### src/rtl/fifo_wr_arbiter_pkg.sv
// Shared types and default sizing for the
// FIFO write-port arbiter.
package fifo_arb_pkg;

  typedef enum logic {
    ARB_IDLE,
    ARB_BURST
  } arb_state_e;

  localparam int DEF_NUM_REQ   = 4;
  localparam int DEF_DATA_W    = 8;
  localparam int DEF_MAX_BURST = 4;

endpackage

### src/rtl/fifo_wr_arbiter_if.sv
// Producer-side handshake and FIFO write
// port bundle of the write arbiter.
interface fifo_wr_arbiter_if
  import fifo_arb_pkg::*;
#(
  parameter int NUM_REQ = DEF_NUM_REQ,
  parameter int DATA_W  = DEF_DATA_W
);

  localparam int IW = $clog2(NUM_REQ);

  logic [NUM_REQ-1:0]        req;
  logic [NUM_REQ*DATA_W-1:0] req_data;
  logic [NUM_REQ-1:0]        req_last;
  logic                      full;
  logic [NUM_REQ-1:0]        gnt;
  logic                      fifo_wr_en;
  logic [DATA_W-1:0]         fifo_wr_data;
  logic [IW-1:0]             owner;
  logic                      busy;

  modport master (
    input  req,
    input  req_data,
    input  req_last,
    input  full,
    output gnt,
    output fifo_wr_en,
    output fifo_wr_data,
    output owner,
    output busy
  );

  modport slave (
    output req,
    output req_data,
    output req_last,
    output full,
    input  gnt,
    input  fifo_wr_en,
    input  fifo_wr_data,
    input  owner,
    input  busy
  );

endinterface

### src/rtl/fifo_wr_arbiter_rr_pick.sv
// Combinational round-robin selector: first
// set req bit above last_owner, with wrap.
module rr_pick #(
  parameter int N  = 4,
  parameter int IW = $clog2(N)
) (
  input  logic [N-1:0]  req,
  input  logic [IW-1:0] last_owner,
  output logic [IW-1:0] idx,
  output logic          vld
);

  logic [IW-1:0] j;

  // Scan farthest first so the nearest hit wins.
  always_comb begin
    idx = '0;
    vld = 1'b0;
    j   = '0;
    for (int i = N; i >= 1; i--) begin
      j = IW'((int'(last_owner) + i) % N);
      if (req[j]) begin
        idx = j;
        vld = 1'b1;
      end
    end
  end

endmodule

### src/rtl/fifo_wr_arbiter.sv
// Burst-locked round-robin arbiter driving
// the single async-FIFO write port.
module fifo_wr_arbiter
  import fifo_arb_pkg::*;
#(
  parameter int NUM_REQ   = DEF_NUM_REQ,
  parameter int DATA_W    = DEF_DATA_W,
  parameter int MAX_BURST = DEF_MAX_BURST
) (
  input logic               wr_clk,
  input logic               rst,
  fifo_wr_arbiter_if.master bus
);

  localparam int IW = $clog2(NUM_REQ);
  localparam int CW = $clog2(MAX_BURST + 1);
  localparam logic [IW-1:0] LAST_RST =
    IW'(NUM_REQ - 1);
  localparam logic [CW-1:0] CNT_MAX =
    CW'(MAX_BURST);

  arb_state_e state_q, state_d;
  logic [IW-1:0] owner_q, owner_d;
  logic [IW-1:0] last_q, last_d;
  logic [CW-1:0] cnt_q, cnt_d;
  logic [CW-1:0] cnt_inc;
  logic [IW-1:0] pick_idx;
  logic          pick_vld;
  logic          xfer;
  logic [NUM_REQ-1:0] gnt;
  logic [DATA_W-1:0]  wr_data;

  rr_pick #(
    .N (NUM_REQ)
  ) u_pick (
    .req        (bus.req),
    .last_owner (last_q),
    .idx        (pick_idx),
    .vld        (pick_vld)
  );

  assign cnt_inc = cnt_q + CW'(1);

  always_ff @(posedge wr_clk) begin
    if (rst) begin
      state_q <= ARB_IDLE;
      owner_q <= '0;
      last_q  <= LAST_RST;
      cnt_q   <= '0;
    end else begin
      state_q <= state_d;
      owner_q <= owner_d;
      last_q  <= last_d;
      cnt_q   <= cnt_d;
    end
  end

  always_comb begin
    state_d = state_q;
    owner_d = owner_q;
    last_d  = last_q;
    cnt_d   = cnt_q;
    xfer    = 1'b0;
    gnt     = '0;
    wr_data = bus.req_data[
      int'(owner_q) * DATA_W +: DATA_W];
    unique case (state_q)
      ARB_IDLE: begin
        if (pick_vld) begin
          owner_d = pick_idx;
          cnt_d   = '0;
          state_d = ARB_BURST;
        end
      end
      ARB_BURST: begin
        xfer = bus.req[owner_q] & ~bus.full;
        if (xfer) begin
          gnt[owner_q] = 1'b1;
          cnt_d        = cnt_inc;
        end
        // Withdrawal ends the burst even while stalled.
        if (!bus.req[owner_q] ||
            (xfer && (bus.req_last[owner_q] ||
                      cnt_inc == CNT_MAX))) begin
          last_d  = owner_q;
          state_d = ARB_IDLE;
        end
      end
      default: state_d = ARB_IDLE;
    endcase
  end

  assign bus.gnt          = gnt;
  assign bus.fifo_wr_en   = xfer;
  assign bus.fifo_wr_data = wr_data;
  assign bus.owner        = owner_q;
  assign bus.busy         = (state_q == ARB_BURST);

endmodule

### src/flat_wrapper.sv
// flat-port wrapper written by rule: the top's interface ports become plain ports
module fifo_wr_arbiter_flat import fifo_arb_pkg::*;
#(
  parameter int NUM_REQ   = DEF_NUM_REQ,
  parameter int DATA_W    = DEF_DATA_W,
  parameter int MAX_BURST = DEF_MAX_BURST
)
  (wr_clk, rst, bus_req, bus_req_data, bus_req_last, bus_full, bus_gnt, bus_fifo_wr_en, bus_fifo_wr_data, bus_owner, bus_busy);
  fifo_wr_arbiter_if #(.NUM_REQ(NUM_REQ), .DATA_W(DATA_W)) bus_i ();
  input logic wr_clk;
  input logic rst;
  input wire logic [$bits(bus_i.req)-1:0] bus_req;
  input wire logic [$bits(bus_i.req_data)-1:0] bus_req_data;
  input wire logic [$bits(bus_i.req_last)-1:0] bus_req_last;
  input wire logic [$bits(bus_i.full)-1:0] bus_full;
  output wire logic [$bits(bus_i.gnt)-1:0] bus_gnt;
  output wire logic [$bits(bus_i.fifo_wr_en)-1:0] bus_fifo_wr_en;
  output wire logic [$bits(bus_i.fifo_wr_data)-1:0] bus_fifo_wr_data;
  output wire logic [$bits(bus_i.owner)-1:0] bus_owner;
  output wire logic [$bits(bus_i.busy)-1:0] bus_busy;
  assign bus_i.req = bus_req;
  assign bus_i.req_data = bus_req_data;
  assign bus_i.req_last = bus_req_last;
  assign bus_i.full = bus_full;
  assign bus_gnt = bus_i.gnt;
  assign bus_fifo_wr_en = bus_i.fifo_wr_en;
  assign bus_fifo_wr_data = bus_i.fifo_wr_data;
  assign bus_owner = bus_i.owner;
  assign bus_busy = bus_i.busy;
  fifo_wr_arbiter #(.NUM_REQ(NUM_REQ), .DATA_W(DATA_W), .MAX_BURST(MAX_BURST)) u_core (.wr_clk(wr_clk), .rst(rst), .bus(bus_i));
endmodule
### config.mk
export PLATFORM = sky130hd
export DESIGN_NAME = fifo_wr_arbiter_flat
export DESIGN_NICKNAME = d
export VERILOG_FILES = /design/src/rtl/fifo_wr_arbiter_pkg.sv /design/src/rtl/fifo_wr_arbiter_if.sv /design/src/rtl/fifo_wr_arbiter_rr_pick.sv /design/src/rtl/fifo_wr_arbiter.sv /design/src/flat_wrapper.sv
export SDC_FILE = /design/constraint.sdc
export NUM_CORES = 1
export LEC_CHECK = 0
export BUFFER_PORTS_ARGS = -buffer_cell sky130_fd_sc_hd__buf_4
export CAP_MARGIN = 20
export CORE_MARGIN = 2
export CORE_UTILIZATION = 35
export CTS_BUF_LIST = sky130_fd_sc_hd__clkbuf_16
export CTS_CLUSTER_SIZE = 25
export DETAILED_ROUTE_END_ITERATION = 12
export HOLD_SLACK_MARGIN = 0.12
export PLACE_DENSITY = 0.71
export SKIP_CTS_REPAIR_TIMING = 1
export SYNTH_ARGS = -nofsm -noshare
export SYNTH_HDL_FRONTEND = slang
export SYNTH_SLANG_ARGS = --single-unit
### constraint.sdc
create_clock -name wr_clk -period 2.85 [get_ports wr_clk]
set_input_delay 0 -clock wr_clk [delete_from_list [all_inputs] [get_ports wr_clk]]
set_output_delay 0 -clock wr_clk [all_outputs]
set_load 0.01 [all_outputs]
== After elaboration in Yosys (flattened, before gate mapping) ==
Cells that the tools add are included.

* Register bits after elaboration: 8
* Output and inout port bits: 16
* Input bits: 43
* Logic and storage cells: 61

* Eq/ne operators: 3
* Add/sub/neg operators: 5
* Reductions and logical operators: 8
* Shift-type cells: 1
* Bitwise gates (word level): 3
* $lt $le $gt $ge: 6
* Mux-type cells: 31

{| class="wikitable"
|+ Operators by type and width
! cell !! number
|-
| indexed part select 32 x 6 -> 8 bit || 1
|-
| < comparator 2 x 3 -> 1 bit (second input constant) || 5
|-
| 2-to-1 mux 1 bit || 14
|-
| binary-select mux 1 bit (select 2 bit) || 6
|-
| 2-to-1 mux 2 bit || 4
|-
| 2-to-1 mux 4 bit || 2
|-
| 2-to-1 mux 3 bit || 2
|-
| case mux 3 bit (2 select lines) || 1
|-
| AND reduction 2 bit || 3
|-
| adder 2 x 1 -> 2 bit (second input constant) || 2
|-
| adder 2 bit (second input constant) || 2
|-
| adder 3 x 1 -> 3 bit (second input constant) || 1
|-
| == test 3 bit (second input constant) || 1
|-
| demux 1 bit (select 2 bit) || 1
|-
| greater-or-equal comparator 2 x 1 -> 1 bit (second input constant) || 1
|-
| logical AND 1 bit || 2
|-
| logical OR 1 bit || 2
|-
| inequality test 2 x 1 -> 1 bit (second input constant) || 1
|-
| inequality test 2 bit (second input constant) || 1
|-
| NOT 1 bit || 2
|-
| case mux 1 bit (2 select lines) || 1
|-
| bitwise AND 1 bit || 1
|-
| zero test 1 bit || 1
|}

== Longest topological paths before layout ==
* Depth in word-level cells: 9
* Gate-level depth with buffers: 6
* Gate-level depth less buffers: 5

== Cells and area by module ==
Synthesis repeated with hierarchy kept, for this count alone.

* Cells, all modules: 83
* Area total of the unflattened synthesis: 814.5 um^2

{| class="wikitable"
|+ By module, submodules not included
! module !! seq. area each (um^2) !! area each (um^2) !! instances !! cells an instance
|-
| fifo_wr_arbiter || 160.2 || 723.2 || 1 || 69
|-
| rr_pick || 0.0 || 91.3 || 1 || 14
|}

== Least setup slack after synthesis ==
No wires, ideal clock.

* Path kind: reg2reg
* Start: register u_core.owner_q[0] (netlist: u_core.bus.owner[0])
* End: register u_core.cnt_q[2]
* Data arrival time: 1.381 ns
* Setup slack: 1.335 ns
* Path buffers: 1
* Stages on the path, launching flop included: 7
* Cell sequence: dfxtp_1 > buf_6 > mux4_2 > nand2_4 > inv_2 > nand3b_1 > a31oi_1

* Longest elaborated chain between the ends: 5

{| class="wikitable"
|+ Ends and longest elaborated chain
! what !! line !! text
|-
| from (decl) || fifo_wr_arbiter.sv:23 || <nowiki>logic [IW-1:0] owner_q, owner_d;</nowiki>
|-
| from (signal assigned) || fifo_wr_arbiter.sv:52 || <nowiki>owner_q <= owner_d;</nowiki>
|-
| binary-select mux 1 bit (select 2 bit) || fifo_wr_arbiter.sv:76 || <nowiki>xfer = bus.req[owner_q] & ~bus.full;</nowiki>
|-
| 2-to-1 mux 1 bit (implied by the code) || fifo_wr_arbiter.sv:76 ||
|-
| bitwise AND 1 bit || fifo_wr_arbiter.sv:76 ||
|-
| inequality test 2 bit (no source line) || n/a ||
|-
| AND reduction 2 bit (no source line) || n/a ||
|-
| to (signal assigned) || fifo_wr_arbiter.sv:54 || <nowiki>cnt_q <= cnt_d;</nowiki>
|-
| to (decl) || fifo_wr_arbiter.sv:25 || <nowiki>logic [CW-1:0] cnt_q, cnt_d;</nowiki>
|}

No other way between the ends. The select of a mux whose other input is x is not followed.
A chain may end at the register's enable or synchronous reset.

== Worst setup path in the final report ==
* Start: register u_core.owner_q[0] (netlist: u_core.bus.owner[0])
* End: output bus_gnt[3]

* Longest elaborated chain between the ends: 6
* Elaborated cells between the ends (all ways): 10
* Classes of those cells: order compare: 2; mux: 6; bitwise: 1; reduce/logical: 1

{| class="wikitable"
|+ Ends and longest elaborated chain
! what !! line !! text
|-
| < comparator 2 x 3 -> 1 bit (implied by the code) / greater-or-equal comparator 2 x 1 -> 1 bit (equally long branches) || fifo_wr_arbiter.sv:78 || <nowiki>gnt[owner_q] = 1'b1;</nowiki>
|-
| logical AND 1 bit (implied by the code) || fifo_wr_arbiter.sv:78 ||
|-
| 2-to-1 mux 1 bit (implied by the code) || fifo_wr_arbiter.sv:78 ||
|-
| demux 1 bit (select 2 bit) || n/a ||
|-
| 2-to-1 mux 4 bit (*) || fifo_wr_arbiter.sv:77 || <nowiki>if (xfer) begin</nowiki>
|-
| 2-to-1 mux 4 bit (*) || fifo_wr_arbiter.sv:67 || <nowiki>unique case (state_q)</nowiki>
|-
| to (decl) || flat_wrapper.sv:16 || <nowiki>output wire logic [$bits(bus_i.gnt)-1:0] bus_gnt;</nowiki>
|}

Mark *: on every way between the ends. The rest lies on a longest branch, timed or not. The select of a mux whose other input is x is not followed.

==> results_dict.tcl <==
set metrics [dict create \
    status "complete, no violations" \
    arrival_ns 2.03 \
    startpoint_type "flip-flop" \
    cellPowerDensity_nw_per_um2 470.1 \
    cp.required_ns 2.85 \
    skew_ns 0.005287 \
    worstMarginPinSlew_ns 0.7255 \
    place.gp.congestion 0.8350 \
    yosysWarnings 0 \
    cts_tree "yes" \
    maxSlewViolCount 0 \
    maxClockFrequency_ghz 0.4914 \
    dr.pass1.iters 3 \
    hpwl_um 1816 \
    final_util 0.6128 \
    n_fill_cell 173 \
    hold_violations 0 \
    final_area_um2 1343 \
    vias 888 \
    crit_chain "mux4_2 -> nand2_4 -> inv_2 -> and3_1 -> buf_4" \
    die_w_um 52.06 \
    synth_nets 125 \
    cp_slowest_cell "dfxtp_1" \
    detail_route.wl_per_cell_um 14.19 \
    min_path_type "input pin to flip-flop" \
    root_buffer "clkbuf_16" \
    via_per_inst 5.349 \
    crit_fanout 13 \
    setup_ws_ns 0.8150 \
    setup_viol 0 \
    dieArea_um2 2710 \
    leakage_uw 0.0006351 \
    ios 59 \
    peakVddDrop_uv 370.2 \
    worst-path-buf-inv 2 \
    area_delta_synth_final_pct 66.10 \
    layout_commonest_cell "buf_4" \
    start_util 0.3689 \
    ys_types 42 \
    cts_buffers 3 \
    ant_nets 0 \
    grt_overflow 0 \
    synth_edf_count 0 \
    avgSynthCellArea_um2 10.10 \
    routed_wl_um 2356 \
    place_area_um2 1257 \
    antenna_found_initial 0 \
    layout.cells.non_filler 166 \
    clkTransAtPathRegs_ns 0.04 \
    drive_above_1_share 0.5362 \
    synth_cells 80 \
    period_share 0.7140 \
    syn_area_um2 808.3 \
    ys_seq_area_frac 0.1981 \
    diodes 0 \
    final_cell_mix "buf_4 (59), nor2_1 (8), dfxtp_1 (8)" \
    critical_path.top_delay_family "flip-flops" \
    fin_crit_ns 2.035 \
    ys_async_sr_fraction 0 \
    die_h_um 52.06 \
    finalSetupTns_ns 0 \
    worst_path_largest_cell_delay_ns 0.70 \
    htreeDepth 1 \
    drv_cap 0 \
    grt.total_usage 0.1858 \
    design.core.area_um2 2191 \
    clk_latency_ns 0.23 \
    clk_path_buf_depth 2 \
    grt_pass1_vias 915 \
    relSlewSlack 0.5157 \
    rows 17 \
    critPathKind "flip-flop to output pin" \
    portBuffers 58 \
    grt_pass1_wl_um 3746 \
    place_ws_ns 1.057 \
    synth-seq-cells 8 \
    rsz0062_at_grt "no" \
    placed_cells 162 \
    endpoint_kind "output pin" \
    remaining_drc_errors 0 \
    ys.flop_type "dfxtp_1" \
    cts.sinks 8 \
    fin_nets 185 \
    grt_max_degree 21 \
    dr.first_iter.drc_count 6 \
]
## worst reg2reg max path, delay by kind of cell (launching register included)
| kind | cells | cell delay, ns |
|---|---|---|
| flops | 1 | 0.70 |
| compound gates | 2 | 0.55 |
| mux | 1 | 0.35 |
| simple gates | 1 | 0.09 |
## state kept, by name (all words and copies together) (netlist names)
name	cells
u_core.bus.busy	1
u_core.bus.owner	2
u_core.cnt_q	3
u_core.last_q	2
## stage by stage
| step | power, uW | hold WS (ns) |
|---|---|---|
| finish | 631.1 | 0.1438 |
| global route | 669.1 | 0.1956 |
| CTS | 636.1 | 0.02189 |
| detailed placement | 397.1 | 0.2581 |
| global placement | 391.9 | 0.2503 |
| floorplan | 288.9 | 0.2096 |
## kinds of logic after synthesis
| logic type | count (synthesis) | synth area share |
|---|---|---|
| compound gates | 12 | 0.1130 |
| xor+xnor | 1 | 0.01084 |
| fa+ha+maj | 2 | 0.03095 |
| buf+inv | 7 | 0.04487 |
| flops | 8 | 0.1981 |
| mux | 14 | 0.3390 |
| simple gates | 36 | 0.2632 |
## per-layer routing
| metal | global-route usage | part of all wire | vias up |
|---|---|---|---|
| met5 | 0 | 0 | - |
| met4 | 0.1053 | 0.011 | 0 |
| met3 | 0.03161 | 0.11 | 2 |
| met2 | 0.3376 | 0.49 | 41 |
| met1 | 0.2000 | 0.38 | 418 |
| li1 | - | - | 427 |
## report_power, final
part,internal (uW),switching [uW]
Clock,181,54.9
Combinational,150,86.6
Sequential,125,33.6
## worst paths after layout
path	from	endpoint	slack, ns	cells past startpoint
worst max-delay path	u_core.bus.owner[0]	bus_gnt[3]	0.82	5
worst min-delay path	bus_req[2]	u_core.bus.owner[0]	0.14	4
worst max register to register	u_core.bus.owner[0]	u_core.last_q[1]	1.04	4
worst min register to register	u_core.cnt_q[1]	u_core.cnt_q[1]	0.50	2
## cells in the mapped netlist, types with 2 or more instances
library cell / instances / area, um2
a21oi_1: 2 / 10.01
buf_1: 2 / 7.510
dfxtp_1: 8 / 160.2
ha_1: 2 / 25.02
mux2i_1: 3 / 30.03
mux4_1: 4 / 105.1
mux4_2: 5 / 112.6
nand2_1: 5 / 18.77
nand2b_1: 3 / 18.77
nand3_1: 4 / 20.02
nand3b_1: 3 / 22.52
nor2_1: 8 / 30.03
o21ai_0: 2 / 10.01
## final cells by class
class | instances | area (um2) | area share
Clock buffer | 3 | 75.07 | 0.05592
Inverter | 2 | 7.507 | 0.005592
Multi-Input combinational cell | 65 | 611.8 | 0.4557
Sequential cell | 8 | 160.2 | 0.1193
Tap cell | 28 | 35.03 | 0.02610
Timing Repair Buffer | 60 | 452.9 | 0.3374
No activity file was read; power rests on OpenSTA's default activity.
